## config.mk

```make
export PLATFORM = sky130hd
export DESIGN_NAME = sram_arbiter
export DESIGN_NICKNAME = d
export VERILOG_FILES = /design/src/rtl/sram_arb_pkg.sv /design/src/rtl/rr_arb2.sv /design/src/rtl/sram_arbiter.sv
export SDC_FILE = /design/constraint.sdc
export NUM_CORES = 1
export LEC_CHECK = 0
export CAP_MARGIN = 10
export CORE_MARGIN = 2
export CORE_UTILIZATION = 43
export CTS_CLUSTER_DIAMETER = 80
export CTS_CLUSTER_SIZE = 25
export DETAILED_ROUTE_END_ITERATION = 16
export PLACE_DENSITY = 0.8
export REMOVE_ABC_BUFFERS = 1
export SLEW_MARGIN = 20
export SYNTH_ARGS = -nofsm -noshare
export SYNTH_HDL_FRONTEND = slang
export SYNTH_HIERARCHICAL = 1
export SYNTH_SLANG_ARGS = --single-unit
```

## constraint.sdc

```tcl
create_clock -name Clk -period 1.9 [get_ports Clk]
set_input_delay 0.38 -clock Clk [delete_from_list [all_inputs] [get_ports Clk]]
set_output_delay 0.38 -clock Clk [all_outputs]
set_load 0.02 [all_outputs]
```

## src/rtl/sram_arb_pkg.sv

```systemverilog
// Shared types and constants for the SRAM sequencing controller / arbiter.
package sram_arb_pkg;

  typedef enum logic [1:0] {
    IDLE   = 2'd0,
    SETUP  = 2'd1,
    STROBE = 2'd2,
    CLR    = 2'd3
  } state_e;

  localparam int NUM_REQ    = 2;
  localparam int DEF_DATA_W = 8;
  localparam int DEF_ADDR_W = 2;

endpackage

```

## src/rtl/rr_arb2.sv

```systemverilog
// Two-request grant logic. SRAM_ARB_RR_EN selects round-robin with a priority
// pointer; otherwise request 0 always wins and no pointer exists.
module rr_arb2
  import sram_arb_pkg::*;
(
  input  logic               clk_i,
  input  logic               rst_i,
  input  logic [NUM_REQ-1:0] req_i,
  input  logic               take_i,
  output logic [NUM_REQ-1:0] gnt_o
);

`ifdef SRAM_ARB_RR_EN
  logic ptr_q, ptr_d;

  // ptr_q = 1 means port 1 is preferred when both ports request.
  always_comb begin
    gnt_o = 2'b00;
    if (req_i[0] && req_i[1]) begin
      gnt_o = ptr_q ? 2'b10 : 2'b01;
    end else if (req_i[0]) begin
      gnt_o = 2'b01;
    end else if (req_i[1]) begin
      gnt_o = 2'b10;
    end else begin
      gnt_o = 2'b00;
    end
  end

  always_comb begin
    ptr_d = ptr_q;
    if (take_i) begin
      ptr_d = gnt_o[0];
    end else begin
      ptr_d = ptr_q;
    end
  end

  always_ff @(posedge clk_i) begin
    if (rst_i) begin
      ptr_q <= 1'b0;
    end else begin
      ptr_q <= ptr_d;
    end
  end
`else
  logic unused_s;
  assign unused_s = ^{clk_i, rst_i, take_i};

  always_comb begin
    gnt_o = 2'b00;
    if (req_i[0]) begin
      gnt_o = 2'b01;
    end else if (req_i[1]) begin
      gnt_o = 2'b10;
    end else begin
      gnt_o = 2'b00;
    end
  end
`endif

endmodule

```

## src/rtl/sram_arbiter.sv

```systemverilog
// Sequencer and two-port arbiter driving the DFF-based 4x8 SRAM control pins.
// Arbitration policy: SRAM_ARB_RR_EN (round-robin) or fixed priority by default.
module sram_arbiter
  import sram_arb_pkg::*;
#(
  parameter int DATA_W = DEF_DATA_W,
  parameter int ADDR_W = DEF_ADDR_W
) (
  input  logic              Clk,
  input  logic              Reset,
  input  logic              Req0,
  input  logic              Req1,
  input  logic              We0,
  input  logic              We1,
  input  logic [ADDR_W-1:0] Addr0,
  input  logic [ADDR_W-1:0] Addr1,
  input  logic [DATA_W-1:0] WData0,
  input  logic [DATA_W-1:0] WData1,
  output logic              Ack0,
  output logic              Ack1,
  output logic [DATA_W-1:0] RData0,
  output logic [DATA_W-1:0] RData1,
  input  logic              ClrReq,
  output logic              ClrAck,
  output logic [DATA_W-1:0] SramI,
  input  logic [DATA_W-1:0] SramO,
  output logic              Select0,
  output logic              Select1,
  output logic              Read,
  output logic              Clear
);

  state_e              state_q, state_d;
  logic [ADDR_W-1:0]   sel_q, sel_d;
  logic [DATA_W-1:0]   wdata_q, wdata_d;
  logic [DATA_W-1:0]   rdata0_q, rdata0_d, rdata1_q, rdata1_d;
  logic                we_q, we_d, port_q, port_d;
  logic                read_q, read_d, clear_q, clear_d;
  logic                ack0_q, ack0_d, ack1_q, ack1_d, clrack_q, clrack_d;
  logic [NUM_REQ-1:0]  req_elig_s, gnt_s;
  logic                clr_elig_s, take_s;

  // A requester is ignored during its own Ack cycle so a still-held Req is not served twice.
  assign req_elig_s = {Req1 & ~ack1_q, Req0 & ~ack0_q};
  assign clr_elig_s = ClrReq & ~clrack_q;
  assign take_s     = (state_q == IDLE) && !clr_elig_s && (gnt_s != 2'b00);

  rr_arb2 u_arb (
    .clk_i  (Clk),
    .rst_i  (Reset),
    .req_i  (req_elig_s),
    .take_i (take_s),
    .gnt_o  (gnt_s)
  );

  always_ff @(posedge Clk) begin
    if (Reset) begin
      state_q <= IDLE;
    end else begin
      state_q <= state_d;
    end
  end

  always_comb begin
    state_d = state_q;
    case (state_q)
      IDLE: begin
        if (clr_elig_s) begin
          state_d = CLR;
        end else if (gnt_s != 2'b00) begin
          state_d = SETUP;
        end else begin
          state_d = IDLE;
        end
      end
      SETUP:   state_d = we_q ? STROBE : IDLE;
      STROBE:  state_d = IDLE;
      CLR:     state_d = IDLE;
      default: state_d = IDLE;
    endcase
  end

  // Address and write data are only loaded on a grant, so they stay put through the strobe.
  always_comb begin
    sel_d    = sel_q;
    wdata_d  = wdata_q;
    we_d     = we_q;
    port_d   = port_q;
    rdata0_d = rdata0_q;
    rdata1_d = rdata1_q;
    read_d   = 1'b1;
    clear_d  = 1'b1;
    ack0_d   = 1'b0;
    ack1_d   = 1'b0;
    clrack_d = 1'b0;
    case (state_q)
      IDLE: begin
        if (clr_elig_s) begin
          clear_d = 1'b0;
        end else if (gnt_s != 2'b00) begin
          port_d  = gnt_s[1];
          sel_d   = gnt_s[1] ? Addr1  : Addr0;
          wdata_d = gnt_s[1] ? WData1 : WData0;
          we_d    = gnt_s[1] ? We1    : We0;
        end else begin
          clear_d = 1'b1;
        end
      end
      SETUP: begin
        if (we_q) begin
          read_d = 1'b0;
        end else if (port_q) begin
          rdata1_d = SramO;
          ack1_d   = 1'b1;
        end else begin
          rdata0_d = SramO;
          ack0_d   = 1'b1;
        end
      end
      STROBE: begin
        ack0_d = ~port_q;
        ack1_d = port_q;
      end
      CLR:     clrack_d = 1'b1;
      default: read_d   = 1'b1;
    endcase
  end

  always_ff @(posedge Clk) begin
    if (Reset) begin
      sel_q    <= 2'b00;
      wdata_q  <= 8'h00;
      we_q     <= 1'b0;
      port_q   <= 1'b0;
      rdata0_q <= 8'h00;
      rdata1_q <= 8'h00;
      read_q   <= 1'b1;
      clear_q  <= 1'b1;
      ack0_q   <= 1'b0;
      ack1_q   <= 1'b0;
      clrack_q <= 1'b0;
    end else begin
      sel_q    <= sel_d;
      wdata_q  <= wdata_d;
      we_q     <= we_d;
      port_q   <= port_d;
      rdata0_q <= rdata0_d;
      rdata1_q <= rdata1_d;
      read_q   <= read_d;
      clear_q  <= clear_d;
      ack0_q   <= ack0_d;
      ack1_q   <= ack1_d;
      clrack_q <= clrack_d;
    end
  end

  assign Select0 = sel_q[0];
  assign Select1 = sel_q[1];
  assign SramI   = wdata_q;
  assign Read    = read_q;
  assign Clear   = clear_q;
  assign Ack0    = ack0_q;
  assign Ack1    = ack1_q;
  assign ClrAck  = clrack_q;
  assign RData0  = rdata0_q;
  assign RData1  = rdata1_q;

endmodule

```

==> metrics.cfg <==
[finish]
area_delta_synth_final_pct=49.3
final_common_cell=clkdlybuf4s50_1
fin_area_sq_um=2420
n_antenna_cell=0
nets=261
fin_util=0.666
fillers=320
instances_no_fill=269
layout_common_cells=clkdlybuf4s50_1, dfxtp_1, nor2_1, mux2i_1, nor2b_1
final_layout_size_suffix_gt1_frac=0.136

[floorplanning]
start_util=0.446
ios=66
die_x_um=65.4
die_area_sq_um=4280
core_area_sq_um=3630
fp.dieH_um=65.4
core.rowCount=22

[global_route]
grt_antenna_before_repair=0
grt_first_pass_wirelength_um=5490
track_usage=0.167
grt_max_degree=23
grt_pass1_vias=1272
grt-ovfl-total=0

[power_and_ir_drop]
sw_frac_of_total=0.253
p_int_mw=1.43
irDropWorstVdd_uv=420
p_sw_uw=484
p_comb_frac=0.235
p_per_area_nw_per_um2=790
clkPwrFrac=0.339
seq_power_share=0.426
p_total_mw=1.91
leakage_nw=1.05

[cts]
htree_levels=2
path_clk_slew_ns=0.07
numCtsBuffers=5
cts.sinks=35
clk_path_buf_depth=2
clk_latency_ns=0.28
clockRootBuffer=clkbuf_8
postCtsHoldBufs=0
cts_tree=yes

[place]
place_congestion=0.745
dp_hpwl_um=2690
dp_cells=261
portBuffers=65
placed_area_sq_um=2300

[setup_path]
crit_slowest_cell=clkdlybuf4s50_1
max_stage_delay_ns=0.46
path_cells=clkdlybuf4s50_1 -> nor2b_1 -> nor2b_4 -> buf_4 -> mux2i_1 -> nor2_1 -> mux2_4
required_ns=2.07
worstSetupStartpointType=input pin
path_buf_inv=2
path_delay_family=buffers and inverters
crit_path_end_kind=flop
path_max_fanout=12
cp_data_arrival_time_ns=1.93
critPathKind=input pin to flop

[sta]
rsz0062_at_grt=false
relSlewSlack=0.636
fmax_mhz=569
hold_violations=0
worst_slew_pin_slew_ns=0.545
setup_violations=0
min_period_over_period=0.924
slew_violations=0
fin_skew_ns=0.00480
fin_crit_ns=1.76

[routing]
routedWlPerCell_um=12.7
first_pass_iters=4
wirelength_um=3410
drtIter0Drc=19
ant_nets=0
drc_errors=0
routed_via_density=4.70
via_count=1264

[outcome]
status=finished clean

[synth]
synth_area_sq_um=1620
yosysWarnings=6
synthesis.instances=153
synth_area_per_cell_sq_um=10.6

[run]
cap_violations=0

[min_path]
hold_path_class=flop to flop

## sequential cells by signal (all words and copies together) (netlist names), 2 cells and up
register  count
SramI         8
RData0        8
sel_q         2
state_q       2
RData1        8
## path summary, 6_finish.rpt
kind	cells after the start	startpoint	slack [ns]	to
max	7	Req1	0.14	sel_q[0]
min	1	port_q	0.47	Ack0
max reg2reg	5	state_q[1]	0.36	RData1[5]
min reg2reg	1	port_q	0.47	Ack0
## worst register-to-register path: cells and delay by family (launching register included)
family        cells  cell delay [ns]
fa+ha+maj         1             0.22
mux               1             0.27
simple gates      2             0.49
flops             1             0.36
buf+inv           1             0.10
## power by group through the flow
stage	clock [mW]	sequential, mW	combinational, mW
floorplan	0	0.875	0.191
global placement	0	0.829	0.437
detailed placement	0	0.830	0.452
CTS	0.668	0.815	0.454
global route	0.716	0.821	0.482
finish	0.648	0.815	0.448
## metrics by stage
step	hold WS (ns)	worst slack, ns	TNS [ns]
after CTS	0.466	0.0556	0
after floorplan	0.426	-0.0243	-0.194
after detailed placement	0.448	-0.237	-2.50
after global placement	0.447	-0.157	-1.69
after global routing	0.515	0.0359	0
final	0.465	0.144	0
## what timing repair did
item,in CTS,in global routing
resized for setup,0,1
endpoints found under the setup margin,0,2
setup buffers,0,0
## metal layers
| metal | wire, um | up-vias | track usage |
|---|---|---|---|
| li1 | - | 636 | - |
| met4 | 51 | 0 | 0.0625 |
| met5 | 0 | - | 0 |
| met2 | 1580 | 64 | 0.288 |
| met1 | 1450 | 558 | 0.187 |
| met3 | 331 | 6 | 0.0599 |
## area by class of cell
class | instances | area [sq um] | share of cell area
Clock buffer | 5 | 68.8 | 0.0285
Inverter | 3 | 11.3 | 0.00466
Multi-Input combinational cell | 104 | 838 | 0.347
Tap cell | 48 | 60.1 | 0.0248
Sequential cell | 35 | 701 | 0.290
Timing Repair Buffer | 71 | 696 | 0.288
Clock inverter | 3 | 43.8 | 0.0181
No activity file was read; power rests on OpenSTA's default activity.
